**src/rtl/md_ctrl_pkg.sv**
```systemverilog
// Shared encodings and the E-stage control bundle for the MIPS decode/control slice.
package md_ctrl_pkg;

    localparam logic [5:0] OP_SPECIAL = 6'h00;
    localparam logic [5:0] OP_REGIMM  = 6'h01;
    localparam logic [5:0] OP_J       = 6'h02;
    localparam logic [5:0] OP_JAL     = 6'h03;
    localparam logic [5:0] OP_BEQ     = 6'h04;
    localparam logic [5:0] OP_BNE     = 6'h05;
    localparam logic [5:0] OP_BLEZ    = 6'h06;
    localparam logic [5:0] OP_BGTZ    = 6'h07;
    localparam logic [5:0] OP_ADDIU   = 6'h09;
    localparam logic [5:0] OP_SLTI    = 6'h0A;
    localparam logic [5:0] OP_ANDI    = 6'h0C;
    localparam logic [5:0] OP_ORI     = 6'h0D;
    localparam logic [5:0] OP_XORI    = 6'h0E;
    localparam logic [5:0] OP_LUI     = 6'h0F;
    localparam logic [5:0] OP_LB      = 6'h20;
    localparam logic [5:0] OP_LH      = 6'h21;
    localparam logic [5:0] OP_LW      = 6'h23;
    localparam logic [5:0] OP_LBU     = 6'h24;
    localparam logic [5:0] OP_LHU     = 6'h25;
    localparam logic [5:0] OP_SB      = 6'h28;
    localparam logic [5:0] OP_SH      = 6'h29;
    localparam logic [5:0] OP_SW      = 6'h2B;

    localparam logic [5:0] FN_SLL   = 6'h00;
    localparam logic [5:0] FN_SRL   = 6'h02;
    localparam logic [5:0] FN_SRA   = 6'h03;
    localparam logic [5:0] FN_JR    = 6'h08;
    localparam logic [5:0] FN_JALR  = 6'h09;
    localparam logic [5:0] FN_MFHI  = 6'h10;
    localparam logic [5:0] FN_MTHI  = 6'h11;
    localparam logic [5:0] FN_MFLO  = 6'h12;
    localparam logic [5:0] FN_MTLO  = 6'h13;
    localparam logic [5:0] FN_MULT  = 6'h18;
    localparam logic [5:0] FN_MULTU = 6'h19;
    localparam logic [5:0] FN_DIV   = 6'h1A;
    localparam logic [5:0] FN_DIVU  = 6'h1B;
    localparam logic [5:0] FN_ADDU  = 6'h21;
    localparam logic [5:0] FN_SUBU  = 6'h23;
    localparam logic [5:0] FN_AND   = 6'h24;
    localparam logic [5:0] FN_OR    = 6'h25;
    localparam logic [5:0] FN_XOR   = 6'h26;
    localparam logic [5:0] FN_SLT   = 6'h2A;
    localparam logic [5:0] FN_SLTU  = 6'h2B;

    localparam logic [4:0] RT_BLTZ = 5'h00;
    localparam logic [4:0] RT_BGEZ = 5'h01;

    // mem_sel: bits [1:0] select the access size, bit 2 marks an unsigned load
    localparam logic [2:0] MEM_W  = 3'b000;
    localparam logic [2:0] MEM_B  = 3'b001;
    localparam logic [2:0] MEM_H  = 3'b010;
    localparam logic [2:0] MEM_BU = 3'b101;
    localparam logic [2:0] MEM_HU = 3'b110;

    typedef enum logic [3:0] {
        ALU_ADDU = 4'd0, ALU_SUBU = 4'd1, ALU_OR  = 4'd2, ALU_LUI  = 4'd3,
        ALU_SLL  = 4'd4, ALU_XOR  = 4'd5, ALU_AND = 4'd6, ALU_SLT  = 4'd7,
        ALU_SLTU = 4'd8, ALU_SRL  = 4'd9, ALU_SRA = 4'd10
    } alu_op_t;

    typedef enum logic [1:0] {
        WD_ALU = 2'b00, WD_MEM = 2'b01, WD_PC8 = 2'b10, WD_HILO = 2'b11
    } wd_sel_t;

    typedef enum logic [1:0] {
        RD_RD = 2'b00, RD_RT = 2'b01, RD_RA = 2'b10
    } reg_dst_t;

    typedef enum logic [2:0] {
        BR_NONE = 3'd0, BR_BEQ = 3'd1, BR_BNE  = 3'd2, BR_BGEZ = 3'd3,
        BR_BGTZ = 3'd4, BR_BLEZ = 3'd5, BR_BLTZ = 3'd6
    } branch_t;

    typedef enum logic [1:0] {
        JMP_NONE = 2'd0, JMP_J = 2'd1, JMP_R = 2'd2
    } jump_t;

    typedef enum logic [2:0] {
        MD_NONE = 3'd0, MD_MULT = 3'd1, MD_MULTU = 3'd2, MD_DIV   = 3'd3,
        MD_DIVU = 3'd4, MD_MFHI = 3'd5, MD_MFLO  = 3'd6, MD_MTHILO = 3'd7
    } md_op_t;

    typedef struct packed {
        alu_op_t    alu_op;
        logic       reg_write;
        logic       mem_write;
        logic       alu_src;
        logic       sign_ext;
        reg_dst_t   reg_dst;
        wd_sel_t    wd_sel;
        logic [2:0] mem_sel;
        branch_t    branch;
        jump_t      jump;
        md_op_t     md_op;
        logic       hilo_sel;
    } ctrl_bundle_t;

    function automatic ctrl_bundle_t load_ctrl(input logic [2:0] sel);
        ctrl_bundle_t c;
        c           = '0;
        c.alu_op    = ALU_ADDU;
        c.reg_write = 1'b1;
        c.alu_src   = 1'b1;
        c.sign_ext  = 1'b1;
        c.reg_dst   = RD_RT;
        c.wd_sel    = WD_MEM;
        c.mem_sel   = sel;
        return c;
    endfunction

    function automatic ctrl_bundle_t store_ctrl(input logic [2:0] sel);
        ctrl_bundle_t c;
        c           = '0;
        c.alu_op    = ALU_ADDU;
        c.mem_write = 1'b1;
        c.alu_src   = 1'b1;
        c.sign_ext  = 1'b1;
        c.mem_sel   = sel;
        return c;
    endfunction

    function automatic ctrl_bundle_t imm_alu_ctrl(input alu_op_t op, input logic sext);
        ctrl_bundle_t c;
        c           = '0;
        c.alu_op    = op;
        c.reg_write = 1'b1;
        c.alu_src   = 1'b1;
        c.sign_ext  = sext;
        c.reg_dst   = RD_RT;
        return c;
    endfunction

    function automatic ctrl_bundle_t branch_ctrl(input branch_t br);
        ctrl_bundle_t c;
        c          = '0;
        c.sign_ext = 1'b1;
        c.branch   = br;
        return c;
    endfunction

endpackage

```
**src/rtl/md_decode_stage_insn_decoder.sv**
```systemverilog
// Purely combinational instruction decoder: D-stage word to E-stage control bundle.
module insn_decoder
    import md_ctrl_pkg::*;
(
    input  logic [31:0]  instr,
    output ctrl_bundle_t ctrl,
    output logic         illegal,
    output logic         uses_md,
    output logic         md_start
);

    logic [5:0] opc;
    logic [5:0] fn;
    logic [4:0] rt;

    assign opc = instr[31:26];
    assign fn  = instr[5:0];
    assign rt  = instr[20:16];

    always_comb begin
        ctrl     = '0;
        illegal  = 1'b0;
        uses_md  = 1'b0;
        md_start = 1'b0;
        case (opc)
            OP_SPECIAL: begin
                case (fn)
                    FN_ADDU: begin ctrl.alu_op = ALU_ADDU; ctrl.reg_write = 1'b1; end
                    FN_SUBU: begin ctrl.alu_op = ALU_SUBU; ctrl.reg_write = 1'b1; end
                    FN_AND:  begin ctrl.alu_op = ALU_AND;  ctrl.reg_write = 1'b1; end
                    FN_OR:   begin ctrl.alu_op = ALU_OR;   ctrl.reg_write = 1'b1; end
                    FN_XOR:  begin ctrl.alu_op = ALU_XOR;  ctrl.reg_write = 1'b1; end
                    FN_SLT:  begin ctrl.alu_op = ALU_SLT;  ctrl.reg_write = 1'b1; end
                    FN_SLTU: begin ctrl.alu_op = ALU_SLTU; ctrl.reg_write = 1'b1; end
                    FN_SRL:  begin ctrl.alu_op = ALU_SRL;  ctrl.reg_write = 1'b1; end
                    FN_SRA:  begin ctrl.alu_op = ALU_SRA;  ctrl.reg_write = 1'b1; end
                    // The all-zero word is the canonical nop: keep it free of any write
                    FN_SLL:  begin ctrl.alu_op = ALU_SLL;  ctrl.reg_write = (instr != 32'h0); end
                    FN_JR:   ctrl.jump = JMP_R;
                    FN_JALR: begin
                        ctrl.jump      = JMP_R;
                        ctrl.reg_write = 1'b1;
                        ctrl.wd_sel    = WD_PC8;
                        ctrl.reg_dst   = RD_RD;
                    end
                    FN_MULT:  begin ctrl.md_op = MD_MULT;  uses_md = 1'b1; md_start = 1'b1; end
                    FN_MULTU: begin ctrl.md_op = MD_MULTU; uses_md = 1'b1; md_start = 1'b1; end
                    FN_DIV:   begin ctrl.md_op = MD_DIV;   uses_md = 1'b1; md_start = 1'b1; end
                    FN_DIVU:  begin ctrl.md_op = MD_DIVU;  uses_md = 1'b1; md_start = 1'b1; end
                    FN_MFHI, FN_MFLO: begin
                        ctrl.md_op     = (fn == FN_MFHI) ? MD_MFHI : MD_MFLO;
                        ctrl.hilo_sel  = (fn == FN_MFLO);
                        ctrl.reg_write = 1'b1;
                        ctrl.wd_sel    = WD_HILO;
                        uses_md        = 1'b1;
                    end
                    FN_MTHI, FN_MTLO: begin
                        ctrl.md_op    = MD_MTHILO;
                        ctrl.hilo_sel = (fn == FN_MTLO);
                        uses_md       = 1'b1;
                    end
                    default: illegal = 1'b1;
                endcase
            end
            OP_REGIMM: begin
                if (rt == RT_BGEZ)      ctrl = branch_ctrl(BR_BGEZ);
                else if (rt == RT_BLTZ) ctrl = branch_ctrl(BR_BLTZ);
                else                    illegal = 1'b1;
            end
            OP_ORI:   ctrl = imm_alu_ctrl(ALU_OR,   1'b0);
            OP_ANDI:  ctrl = imm_alu_ctrl(ALU_AND,  1'b0);
            OP_XORI:  ctrl = imm_alu_ctrl(ALU_XOR,  1'b0);
            OP_ADDIU: ctrl = imm_alu_ctrl(ALU_ADDU, 1'b1);
            OP_SLTI:  ctrl = imm_alu_ctrl(ALU_SLT,  1'b1);
            OP_LUI:   ctrl = imm_alu_ctrl(ALU_LUI,  1'b0);
            OP_LW:    ctrl = load_ctrl(MEM_W);
            OP_LH:    ctrl = load_ctrl(MEM_H);
            OP_LHU:   ctrl = load_ctrl(MEM_HU);
            OP_LB:    ctrl = load_ctrl(MEM_B);
            OP_LBU:   ctrl = load_ctrl(MEM_BU);
            OP_SW:    ctrl = store_ctrl(MEM_W);
            OP_SH:    ctrl = store_ctrl(MEM_H);
            OP_SB:    ctrl = store_ctrl(MEM_B);
            OP_BEQ:   ctrl = branch_ctrl(BR_BEQ);
            OP_BNE:   ctrl = branch_ctrl(BR_BNE);
            OP_BGTZ:  ctrl = branch_ctrl(BR_BGTZ);
            OP_BLEZ:  ctrl = branch_ctrl(BR_BLEZ);
            OP_J:     ctrl.jump = JMP_J;
            OP_JAL: begin
                ctrl.jump      = JMP_J;
                ctrl.reg_write = 1'b1;
                ctrl.reg_dst   = RD_RA;
                ctrl.wd_sel    = WD_PC8;
            end
            default: illegal = 1'b1;
        endcase
    end

endmodule

```
**src/rtl/md_decode_stage.sv**
```systemverilog
// D-stage decode/control: D/E control register, mult/div busy window and the D-stage stall.
module md_decode_stage
    import md_ctrl_pkg::*;
#(
    parameter int MULT_CYCLES = 5,
    parameter int DIV_CYCLES  = 10,
    parameter int CNT_W       = 4,
    parameter int ALU_OP_W    = 4
) (
    input  logic                clk,
    input  logic                reset,
    input  logic [31:0]         instr_d,
    input  logic                valid_d,
    input  logic                stall_in,
    input  logic                flush_e,
    output logic                stall_d,
    output logic                md_stall_d,
    output logic                illegal_d,
    output logic                md_busy,
    output logic [ALU_OP_W-1:0] alu_op_e,
    output logic                reg_write_e,
    output logic                mem_write_e,
    output logic                alu_src_e,
    output logic                sign_ext_e,
    output logic [1:0]          reg_dst_e,
    output logic [1:0]          wd_sel_e,
    output logic [2:0]          mem_sel_e,
    output logic [2:0]          branch_e,
    output logic [1:0]          jump_e,
    output logic [2:0]          md_op_e,
    output logic                hilo_sel_e
);

    ctrl_bundle_t     ctrl_p0;
    ctrl_bundle_t     ctrl_p1;
    logic             dec_illegal_p0;
    logic             dec_uses_md_p0;
    logic             dec_md_start_p0;
    logic             is_mult_p0;
    logic             md_issue_p0;
    logic [CNT_W-1:0] md_cnt;

    insn_decoder u_dec (
        .instr    (instr_d),
        .ctrl     (ctrl_p0),
        .illegal  (dec_illegal_p0),
        .uses_md  (dec_uses_md_p0),
        .md_start (dec_md_start_p0)
    );

    // D stage: stall depends only on the counter, never on what already sits in E
    assign md_busy     = (md_cnt != '0);
    assign md_stall_d  = valid_d & dec_uses_md_p0 & md_busy;
    assign stall_d     = stall_in | md_stall_d;
    assign illegal_d   = valid_d & dec_illegal_p0;
    assign is_mult_p0  = (ctrl_p0.md_op == MD_MULT) || (ctrl_p0.md_op == MD_MULTU);
    assign md_issue_p0 = valid_d & dec_md_start_p0 & ~stall_d & ~flush_e;

    // D/E boundary
    always_ff @(posedge clk) begin
        if (reset || flush_e || stall_d || !valid_d) begin
            ctrl_p1 <= '0;
        end else begin
            ctrl_p1 <= ctrl_p0;
        end
    end

    always_ff @(posedge clk) begin
        if (reset) begin
            md_cnt <= '0;
        end else if (md_issue_p0) begin
            md_cnt <= is_mult_p0 ? CNT_W'(MULT_CYCLES) : CNT_W'(DIV_CYCLES);
        end else if (md_cnt != '0) begin
            md_cnt <= md_cnt - CNT_W'(1);
        end
    end

    // E stage outputs
    assign alu_op_e    = ALU_OP_W'(ctrl_p1.alu_op);
    assign reg_write_e = ctrl_p1.reg_write;
    assign mem_write_e = ctrl_p1.mem_write;
    assign alu_src_e   = ctrl_p1.alu_src;
    assign sign_ext_e  = ctrl_p1.sign_ext;
    assign reg_dst_e   = ctrl_p1.reg_dst;
    assign wd_sel_e    = ctrl_p1.wd_sel;
    assign mem_sel_e   = ctrl_p1.mem_sel;
    assign branch_e    = ctrl_p1.branch;
    assign jump_e      = ctrl_p1.jump;
    assign md_op_e     = ctrl_p1.md_op;
    assign hilo_sel_e  = ctrl_p1.hilo_sel;

endmodule

```
**config.mk**
```make
export PLATFORM = sky130hd
export DESIGN_NAME = md_decode_stage
export DESIGN_NICKNAME = d
export VERILOG_FILES = /design/src/rtl/md_ctrl_pkg.sv /design/src/rtl/md_decode_stage_insn_decoder.sv /design/src/rtl/md_decode_stage.sv
export SDC_FILE = /design/constraint.sdc
export NUM_CORES = 1
export LEC_CHECK = 0
export ABC_AREA = 1
export CORE_MARGIN = 10
export CORE_UTILIZATION = 30
export DETAILED_ROUTE_END_ITERATION = 6
export SYNTH_ARGS = -nofsm -noshare
export SYNTH_HDL_FRONTEND = slang
export SYNTH_HIERARCHICAL = 1
export SYNTH_SLANG_ARGS = --single-unit
```
**constraint.sdc**
```tcl
create_clock -name clk -period 1.7 [get_ports clk]
set_input_delay 0.255 -clock clk [delete_from_list [all_inputs] [get_ports clk]]
set_output_delay 0.255 -clock clk [all_outputs]
set_load 0.01 [all_outputs]
```
# After elaboration in Yosys (flattened, before gate mapping)
# Index checks and enable logic that the tools add are counted.
dict set report word_totals {
  reg_bits 28
  input_bits 37
  out_inout_bits 28
  wordCells 122
}
dict set report op_classes {
  add_sub_neg 1
  eq_ne 43
  muxes 27
  n_bitwise 9
  n_reduce_logical 29
}
# cell count
set op_table {}
lappend op_table {{6-bit equality test, second input constant} 15}
lappend op_table {{6-bit case mux with 9 select lines} 1}
lappend op_table {{6-bit by 4-bit equality test with 1-bit output, second input constant} 8}
lappend op_table {{6-bit by 5-bit equality test with 1-bit output, second input constant} 8}
lappend op_table {{20-bit OR reduction} 2}
lappend op_table {{4-bit case mux with 9 select lines} 1}
lappend op_table {{32-bit nonzero test} 1}
lappend op_table {{4-bit case mux with 7 select lines} 1}
lappend op_table {{6-bit by 2-bit equality test with 1-bit output, second input constant} 4}
lappend op_table {{6-bit by 3-bit equality test with 1-bit output, second input constant} 4}
lappend op_table {{24-bit two-way mux} 1}
lappend op_table {{12-bit OR reduction} 2}
lappend op_table {{4-bit case mux with 5 select lines} 1}
lappend op_table {{3-bit case mux with 6 select lines} 1}
lappend op_table {{17-bit two-way mux} 1}
lappend op_table {{3-bit case mux with 5 select lines} 1}
lappend op_table {{6-bit logical NOT} 2}
lappend op_table {{4-bit two-way mux} 3}
lappend op_table {{2-bit OR reduction} 6}
lappend op_table {{4-bit OR reduction} 3}
lappend op_table {{4-bit case mux with 2 select lines} 1}
lappend op_table {{8-bit OR reduction} 1}
lappend op_table {{1-bit two-way mux} 7}
lappend op_table {{7-bit OR reduction} 1}
lappend op_table {{other kinds (21)} 33}

# Logic depth before layout (Yosys ltp)
dict set report logic_depth {
  ltp_word 11
  depth_mapped 17
}

# By module
# The synthesis kept the hierarchy.
# mod instances cells_each area_each_um2 seq_area_each_um2
set modules_own_cells {}
lappend modules_own_cells {md_decode_stage 1 126 1082.3 560.5}
lappend modules_own_cells {insn_decoder 1 182 933.4 0.0}

# Worst setup path before layout
# No wires, ideal clock.
dict set report synth_path {
  path_type {input to register}
  startpoint {in instr_d[26]}
  endpoint {reg ctrl_p1, in the netlist alu_op_e[0]}
  setup_time_ns 0.112
  arrival_ns 1.588
  required_ns 1.588
  slack_ns 0.000
  path_stages 16
  n_path_buf 2
  path_cell_list {buf_6 nor2_8 nand2_4 nor2_8 inv_4 nor2_8 a21oi_2 inv_1 nand2_1 inv_1 nand2_2 inv_2 nor2_4 nand4_4 buf_6 nor2_2}
}
dict set report synth_between {
  elab_chain_len 7
}
# item line_no
set synth_rtl {}
lappend synth_rtl {{start, declared} md_decode_stage.sv:12} ;# input logic [31:0] instr_d,
lappend synth_rtl {{6-bit logical NOT} md_decode_stage_insn_decoder.sv:25} ;# case (opc)
lappend synth_rtl {{1-bit two-way mux} md_decode_stage_insn_decoder.sv:25}
lappend synth_rtl {{via dec_uses_md_p0} md_decode_stage.sv:37} ;# logic dec_uses_md_p0;
lappend synth_rtl {{1-bit AND (2 in series)} md_decode_stage.sv:53} ;# assign md_stall_d = valid_d & dec_uses_md_p0 & md_busy;
lappend synth_rtl {{via md_stall_d} md_decode_stage.sv:17} ;# output logic md_stall_d,
lappend synth_rtl {{1-bit bitwise OR} md_decode_stage.sv:54} ;# assign stall_d = stall_in | md_stall_d;
lappend synth_rtl {{1-bit logical OR (2 in series)} md_decode_stage.sv:61} ;# if (reset || flush_e || stall_d || !valid_d) begin
lappend synth_rtl {{end signal, assigned} md_decode_stage.sv:64} ;# ctrl_p1 <= ctrl_p0;
lappend synth_rtl {{end, declared} md_decode_stage.sv:35} ;# ctrl_bundle_t ctrl_p1;
# The timed path passes the listed nets, and every way through them passes these cells.
# A chain may end at the register's enable or synchronous reset.

# Final worst setup path
dict set report layout_path {
  startpoint {in instr_d[31]}
  endpoint {out illegal_d}
}
dict set report layout_between {
  elab_chain_len 4
}
# item line_no
set layout_rtl {}
lappend layout_rtl {{6-bit equality test (tied with other cells)} md_decode_stage_insn_decoder.sv:25}
lappend layout_rtl {{20-bit OR reduction (no source line)} -}
lappend layout_rtl {{1-bit case mux with 3 select lines *} md_decode_stage_insn_decoder.sv:25}
lappend layout_rtl {{via dec_illegal_p0} md_decode_stage.sv:36} ;# logic dec_illegal_p0;
lappend layout_rtl {{1-bit AND *} md_decode_stage.sv:55} ;# assign illegal_d = valid_d & dec_illegal_p0;
lappend layout_rtl {{end, declared} md_decode_stage.sv:18} ;# output logic illegal_d,
# The timed path passes the listed nets; every way through them passes the cells marked *.

==> out/metrics.cfg <==
[route]
drc_errors=0
vias_per_cell=4.41
wl_um=6300
drtAntennaViolNets=0
vias=2367
dr.pass1.iters=4
drt-initial-drc-count=139
wl_per_cell_um=11.7

[power_and_ir_drop]
clockPowerShare_pct=21.1
power_switching_mw=0.589
intPower_mw=1.28
pwr-share-seq_pct=38.1
swShare_pct=31.6
power.density_nw_per_um2=508
vdd_drop_max_mv=0.318
p_leak_nw=1.83
comb_power_share_pct=40.8

[setup_path]
setup.worst_path.start_class=input port
worstSetupEndpointType=primary output
rrSetupSlack_ps=240
cp.arrival_ps=1430
crit_type=in -> out
timing.rr.end=md_cnt[0]
r2r_start=md_cnt[0]
cp_cell_sequence=buf_8 > nor2_8 > buf_6 > clkinvlp_4 > nor2_4 > nand2_2 > nand3_2 > nor2_1 > nand3_1 > nand2_1 > nand2_1 > inv_1 > buf_6
slowest_delay_ps=150
cp.required_ps=1440
reg2reg_depth=11
slowest_stage=nor2_4
worst-path-max-fanout=4

[global_routing]
track_usage_pct=12.2
gr-total-overflow=0
antenna_found_initial=0
grt_max_degree=16
first_global_vias=2431
grt_first_pass_wirelength_um=10800

[clock_network]
clock-sinks=28
clk_latency_ps=260
cts_max_path_buffers=2
path_clk_slew_ps=90
cts_buffers=3
htree_levels=1
root_buffer=clkbuf_8
cts_tree=yes

[timing]
worst_slack_ps=19.4
hold_violations=0
fin_crit_ps=1680
fin_worst_skew_ps=2.36
fmax_mhz=595
rsz0062_at_grt=true
tightest_slew_ps=296
relSlewSlack_pct=80.2
finalSetupViolCount=0
period_share_pct=98.9
slew_violations=0

[worst_hold_path]
hold_class=in -> reg
hp-start=instr_d[26]
min_to=branch_e[0]
hold-path-cell-count=5

[final_layout]
nFillCells=601
final_cells=537
synthToLayoutAreaGrowth_pct=82.4
drive_above_1_share_pct=43.5
antenna_cells=0
final_cell_area_um2=3680
fin_nets=500

[yosys]
syn_inst=308
synth_area_per_cell_um2=6.54
ys_types=32
synth-edff-count=0
ys_warn_count=6
synth_area_um2=2020
yosys_register_bits=28
async_flop_share_pct=0
ys.flop_type=dfxtp_1
yosysSeqAreaShare_pct=27.8
synth_fp_nets=347

[outcome]
status=finished, final reports clean

[place]
numPortBuffers=64
dpl.cell_count=513
dp_hpwl_um=4950
dpl_cell_area_um2=3250
post-place-ws_ps=-790
place.gp.congestion=0.894

[die]
ios=65
die_w_um=102
rows=29
chipHeight_um=102
dieArea_um2=10400
core_um2=6420
start_util_pct=31.4

[flow_run]
drv_cap=0

==> what timing repair did <==
item / in CTS / in global routing
gates resized for setup: 115 / 29
pin swaps: 27 / 22
hold buffers: 0 / 0
setup endpoints to repair: 32 / 8
setup buffers: 18 / 2
==> placed cells by master (no fill, tap or decap), types with 4 or more instances in the layout <==
cell              n
nand2_1          54
buf_4            77
nor2_1           30
nor2_2           24
nand2_4           4
buf_6            11
buf_2             7
inv_1            52
dfxtp_1          28
nand3_2          13
clkbuf_8          4
clkdlybuf4s50_1  46
nor2_8            4
nor2_4           14
nand3_1          25
nand2_2           7
inv_2            12
==> metrics by stage <==
stage	hold WS [ps]	power, mW	utilization (%)	TNS [ps]
after floorplan	324	1.10	-	-5.69
after global placement	599	1.42	50.6	-17650
after detailed placement	601	1.43	50.6	-17840
after CTS	489	1.86	56.2	-10.0
after global routing	497	2.00	57.3	-139
final	478	1.87	57.3	0
==> area by class of cell <==
type / count / area [um^2] / area share [%]
Clock buffer: 4 / 55.1 / 1.50
Tap cell: 77 / 96.3 / 2.62
Sequential cell: 28 / 561 / 15.2
Inverter: 67 / 260 / 7.08
Timing Repair Buffer: 151 / 1330 / 36.2
Multi-Input combinational cell: 210 / 1380 / 37.4
==> cells in the mapped netlist, types with 2 or more instances <==
master    n  share of area [%]
nor2_4    6                3.4
nand4_1   2               0.62
nand2_1  59                 11
a21oi_2   2               0.87
nand3_2   3                1.5
inv_1    63                 12
nor3_1    5                1.2
o21ai_0   2               0.50
ha_1      2                1.2
nand2_2   4                1.2
xor2_1    2               0.87
nor2_8    4                4.0
nor2_1   40                7.4
buf_6     3                1.7
a21oi_1   4               0.99
nand3_1  37                9.2
nand2_4   2                1.1
a31oi_1   3               0.93
nor2_2   22                6.8
o21ai_1   2               0.50
inv_2     3               0.56
dfxtp_1  28                 28
==> worst max-delay path by stage <==
stage                startpoint          end  slack (ps)
floorplan           instr_d[26]  alu_op_e[0]        -0.3
global placement     instr_d[4]      stall_d        -820
detailed placement  instr_d[31]      stall_d        -790
CTS                 instr_d[30]    illegal_d         -10
global route         instr_d[1]    illegal_d         -80
finish              instr_d[31]    illegal_d          20
==> cell families after synthesis <==
kind of cell | after synthesis | share of synthesized area, %
buffers and inverters | 70 | 14.3
AOI/OAI and AO/OA | 17 | 5.28
xor gates and xnor gates | 2 | 0.869
adders and majority gates | 2 | 1.24
and+or+nand+nor | 189 | 50.5
DFF | 28 | 27.8
==> per-layer routing <==
layer  vias to the layer above  wire [um]  global-route usage, %
met1                      1025       2720                   14.9
met4                         0         82                   3.90
met3                        10        527                   2.90
li1                       1249          -                      -
met2                        83       2970                   20.4
met5                         -          0                      0
==> power by group through the flow <==
| stage | clock (mW) | combinational (mW) | sequential (mW) |
|---|---|---|---|
| after floorplan | 0 | 0.371 | 0.726 |
| after global placement | 0 | 0.695 | 0.726 |
| after detailed placement | 0 | 0.702 | 0.728 |
| after CTS | 0.405 | 0.746 | 0.713 |
| after global routing | 0.427 | 0.856 | 0.717 |
| final | 0.393 | 0.762 | 0.712 |
==> registers in the layout (all words and copies together), names as in the netlist <==
name and flops:
alu_op_e 4, md_cnt 4, branch_e 3, md_op_e 3
mem_sel_e 3, jump_e 2, reg_dst_e 2, wd_sel_e 2
alu_src_e 1, hilo_sel_e 1, mem_write_e 1, reg_write_e 1
sign_ext_e 1
==> critical path: cells and delay by family <==
kind | cells | cell delay, ps
simple gates | 8 | 660
buf+inv | 5 | 500
No activity file was read; power rests on OpenSTA's default activity.
==> RTL edit 1: new RTL, same settings <==
Change the parameter `CNT_W` from 4 to 6.
--- a/src/rtl/md_decode_stage.sv
+++ b/src/rtl/md_decode_stage.sv
@@ -6,3 +6,3 @@
     parameter int DIV_CYCLES  = 10,
-    parameter int CNT_W       = 4,
+    parameter int CNT_W       = 6,
     parameter int ALU_OP_W    = 4
Function: no difference found for any inputs over 10 cycles, from zero or initial values and one cycle with reset high; that may be too few to reach the edited logic, so the function may still have changed.
==> RTL edit 1 against the unedited design <==
  * Wire length grew 15%
  * Via count rose by 6.3%
  * Count of clock-buffer cells in the layout up 3
  * Worst setup slack got worse by 0.0049 ns
  * Sequential cell count grew 2
  * Cell area is 8.8% higher
  * Sequential power rose by 18%
  * Critical path depth is the same
  * Power up 37%
  * Clock power increased by 47%
  * Synthesized area is 4.7% higher
  * Synthesized cell count is 4.2% higher
  * Critical endpoint unchanged
==> RTL edit 1: results (changes against the unedited design) <==
stage,metric,value,unit,change
synthesis,synth_cell_types,33,,+3.1%
timing,tightest_slew,0.301,ns,+0.00410 ns
placement,place_congestion,0.910,,+1.8%
clocking,cts_max_level,2,,+1
min_path,min_from,instr_d[29],,
route,finalWirelength,7250,um,+15%
route,viasPerCell,4.27,,-3.1%
layout,drive_gt1_frac,0.471,,+0.0358
clocking,path_clk_slew,0.06,ns,-0.03 ns
synthesis,synthTopCellsByArea,"dfxtp_1 (28%), nand2_1 (12%), inv_1 (11%), nand3_1 (8.8%), nor2_1 (7.7%)",,
timing,max_freq,593,MHz,-0.29%
global_route,grt_pass1_vias,2578,,+6.0%
setup_path,worst-path-max-fanout,3,,-1
route,dr_wl_met3,358,um,-32%
global_route,grt_first_pass_wirelength,11700,um,+8.3%
synthesis,syn-num-nets,360,,+3.7%
timing,fin_worst_skew,0.00220,ns,-0.000163 ns
placement,dp_slack,-0.819,ns,-0.0296 ns
placement,hpwl,5200,um,+5.1%
clocking,cts_buffers,5,,+2
run_status,outcome,finished clean,,
synthesis,synthTopCellsByCount,"nand2_1 (66), inv_1 (61), nor2_1 (43), nand3_1 (37), dfxtp_1 (30)",,
power_and_ir_drop,irDropWorstVdd,0.294,mV,-7.4%
power_and_ir_drop,leakage,1.97,nW,+7.8%
global_route,grt_max_degree,14,,-2
placement,place_inst,549,,+7.0%
layout,fin_cells,589,,+9.7%
setup_path,reg2reg_depth,9,,-2
placement,post_dp_cell_area,3380,um^2,+4.2%
min_path,hold_end,branch_e[2],,
setup_path,rrSetupSlack,0.28,ns,+0.04 ns
layout,nets,531,,+6.2%
synthesis,ys_seq_area_frac,0.285,,+0.00661
setup_path,r2r-start,md_cnt[3],,
route,route.met2.wl,3490,um,+17%
synthesis,avgSynthCellArea,6.57,um^2,+0.42%
global_route,grt_usage,0.125,,+0.00299
setup_path,rr_endpoint,reg_write_e,,
[RTL edit 1: changes by cell type after synthesis, sizes merged]
cell,delta
xnor2,+1
o21ai,-1
xor2,+1
inv,-2
nand2,+6
dfxtp,+2
nand3,+1
nor2,+5
[RTL edit 1: worst max-delay path by stage]
| stage | from | endpoint |
|---|---|---|
| 2_1_floorplan | instr_d[26] | md_op_e[2] |
| 3_3_place_gp | instr_d[30] | illegal_d |
| 3_5_place_dp | instr_d[27] | stall_d |
| 4_1_cts | instr_d[26] | stall_d |
| 5_1_grt | instr_d[28] | illegal_d |
| 6_report | instr_d[28] | illegal_d |
[RTL edit 1: cell type report]
class	count	area, um^2	area share
Multi-Input combinational cell	223	1490	0.373
Clock buffer	7	86.3	0.0216
Inverter	65	256	0.0641
Sequential cell	30	601	0.150
Clock inverter	1	5.00	0.00125
Timing Repair Buffer	167	1440	0.360
Tap cell	96	120	0.0300
[RTL edit 1: stage by stage]
| step | total power [mW] | hold WS [ns] | TNS, ns | util |
|---|---|---|---|---|
| after floorplan | 1.46 | 0.324 | 0 | - |
| after detailed placement | 1.87 | 0.541 | -17.90 | 0.495 |
| after CTS | 2.49 | 0.534 | 0 | 0.542 |
| after global placement | 1.85 | 0.534 | -16.60 | 0.495 |
| final | 2.56 | 0.457 | 0 | 0.586 |
| after global routing | 2.77 | 0.472 | -0.145 | 0.586 |
[RTL edit 1: critical path, stage by stage]
cell	delay, ns
buf_6	0.10
inv_2	0.07
nand2_4	0.08
buf_4	0.15
inv_1	0.09
buf_4	0.12
nand2_1	0.07
nor2_1	0.17
a21oi_2	0.05
nand2_1	0.08
nand2_1	0.07
inv_2	0.05
buf_6	0.09
[RTL edit 1: report_power, final]
group / internal (mW) / switching, mW / total (mW)
registers: 0.774 / 0.0648 / 0.839
clock network: 0.326 / 0.253 / 0.579
logic: 0.555 / 0.591 / 1.15
[RTL edit 1: timing repair]
item	4_1_cts	5_1_grt
hold endpoints to repair	0	0
pin swaps	26	34
setup buffers	18	14
gates resized for setup	98	70
endpoints found under the setup margin	34	10
[RTL edit 1: metal layers]
layer / track usage / up-vias
met2: 0.211 / 71
li1: - / 1330
met5: 0 / -
met4: 0.0467 / 0
met1: 0.151 / 1100
met3: 0.0248 / 14
[RTL edit 1: cell families (layout without fill, tap and decap cells)]
family                   Yosys count  in the layout  share of synthesized area
buffers and inverters             68            240                      0.133
AO/OA/AOI/OAI                     16             16                     0.0480
adder cells (fa/ha/maj)            2              2                     0.0119
flip-flops                        30             30                      0.285
XOR/XNOR                           4              4                     0.0166
AND/OR/NAND/NOR                  201            201                      0.506
==> RTL edit 2: new RTL, config.mk and constraints unchanged <==
Made on the original files. Make the reset (`reset`) asynchronous in one clocked block.
--- a/src/rtl/md_decode_stage.sv
+++ b/src/rtl/md_decode_stage.sv
@@ -67,3 +67,3 @@
 
-    always_ff @(posedge clk) begin
+    always_ff @(posedge clk or posedge reset) begin
         if (reset) begin
Behaviour: differs if reset is asserted again (counterexample within 4 cycles, from zero or initial values and one cycle with reset high); with reset held inactive, the same outputs for 10 cycles.
==> RTL edit 2 against the unedited design <==
  * Maximum frequency up 3.6%
  * Wire length down 12%
  * Worst setup slack better by 0.059 ns
  * Sequential cell count unchanged
  * First-iteration DRC count down 77%
  * Clock power up 12%
  * Power up 2.7%
  * Combinational power down 5.9%
  * Synthesized area up 0.31%
  * Cell count down 2.2%
  * Worst hold slack worse by 0.28 ns
  * Cell area down 7.6%
  * Critical path depth down 1
  * Sequential power up 6.5%
  * Critical endpoint unchanged
  * Largest cell class unchanged
  * Highest routed layer unchanged
==> RTL edit 2: results (changes against the unedited design) <==
stage,metric,value,unit,change
synthesis,ys_seq_area_frac,0.287,,+0.00904
placement,place_inst,516,,+0.58%
setup_path,crit_arrival,1.37,ns,-0.06 ns
route,dr_total_vias,2224,,-6.0%
route,route.met2.wl,2470,um,-17%
global_route,grt_max_degree,17,,+1
global_route,global_route.usage.met1,0.136,,-0.0135
run_status,outcome,finished clean,,
placement,hpwl,4960,um,+0.31%
synthesis,synth_xor_area_frac,0.00433,,-0.00436
synthesis,syn_inst,309,,+0.32%
power_and_ir_drop,share_seq_of_total_power,0.395,,+0.014
layout,drive_gt1_frac,0.371,,-0.0642
route,drt_iter0_markers,32,,-77%
synthesis,async_flop_share,0.143,,+0.143
synthesis,synth-adder-area-share,0.0124,,-0.0000384
global_route,grt_use_met3,0.0216,,-0.00742
synthesis,synthTopCellsByCount,"nand2_1 (65), inv_1 (63), nor2_1 (41), nand3_1 (35)",,
setup_path,slowest_delay,0.17,ns,+0.02 ns
power_and_ir_drop,swShare,0.315,,-0.000713
timing,tightest_slew,0.277,ns,-0.0196 ns
synthesis,synthTopCellsByArea,"dfxtp_1 (24%), nand2_1 (12%), inv_1 (12%), nand3_1 (8.7%), nor2_1 (7.6%)",,
power_and_ir_drop,seq-power,0.758,mW,+6.5%
placement,place_congestion,0.850,,-5.0%
global_route,grt_first_pass_wirelength,9630,um,-11%
power_and_ir_drop,leakage,1.76,nW,-3.8%
==> RTL edit 2: cell types whose count changed after synthesis, moves of 2 or more <==
cell	change
nand2_2	-2
nand3_1	-2
nand2_4	+2
nand2_1	+6
dfxtp_1	-4
nor2_2	+2
dfrtp_1	+4
nor2_4	-2
==> RTL edit 2: path summary, 6_finish.rpt <==
kind | cells past startpoint | start | end | slack [ns]
setup / recovery | 12 | instr_d[31] | illegal_d | 0.08
max in group asynchronous | 2 | reset | md_cnt[2] | 1.35
min in group clk | 5 | instr_d[29] | branch_e[2] | 0.43
setup reg to reg | 9 | md_cnt[1] | hilo_sel_e | 0.21
hold reg to reg | 5 | md_cnt[0] | md_cnt[0] | 0.62
hold / removal | 2 | reset | md_cnt[0] | 0.20
==> RTL edit 2: final cells by class <==
cell class | count | area, um^2 | share of cell area
timing repair buffer | 138 | 1150 | 0.339
sequential | 28 | 581 | 0.171
inverter | 66 | 250 | 0.0736
tap | 77 | 96.3 | 0.0283
clock buffer | 4 | 66.3 | 0.0195
multi-input combinational | 212 | 1250 | 0.369
==> RTL edit 2: what timing repair did <==
item                                    in CTS  in global routing
hold buffers                                 0                  0
setup buffers                                3                  3
pin swaps                                   10                 21
endpoints found under the setup margin      32                 31
resized for setup                           54                 38
gates cloned                                 0                  0
==> RTL edit 2: per-stage QoR <==
| step | area [um^2] | TNS [ns] | setup WS [ns] | utilization |
|---|---|---|---|---|
| floorplan | 2020 | 0 | 0.128 | - |
| global placement | 3260 | -14.40 | -0.772 | 0.504 |
| detailed placement | 3260 | -15.46 | -0.818 | 0.504 |
| CTS | 3370 | -0.120 | -0.120 | 0.522 |
| global route | 3400 | 0 | 0.000220 | 0.526 |
| finish | 3400 | 0 | 0.0779 | 0.526 |
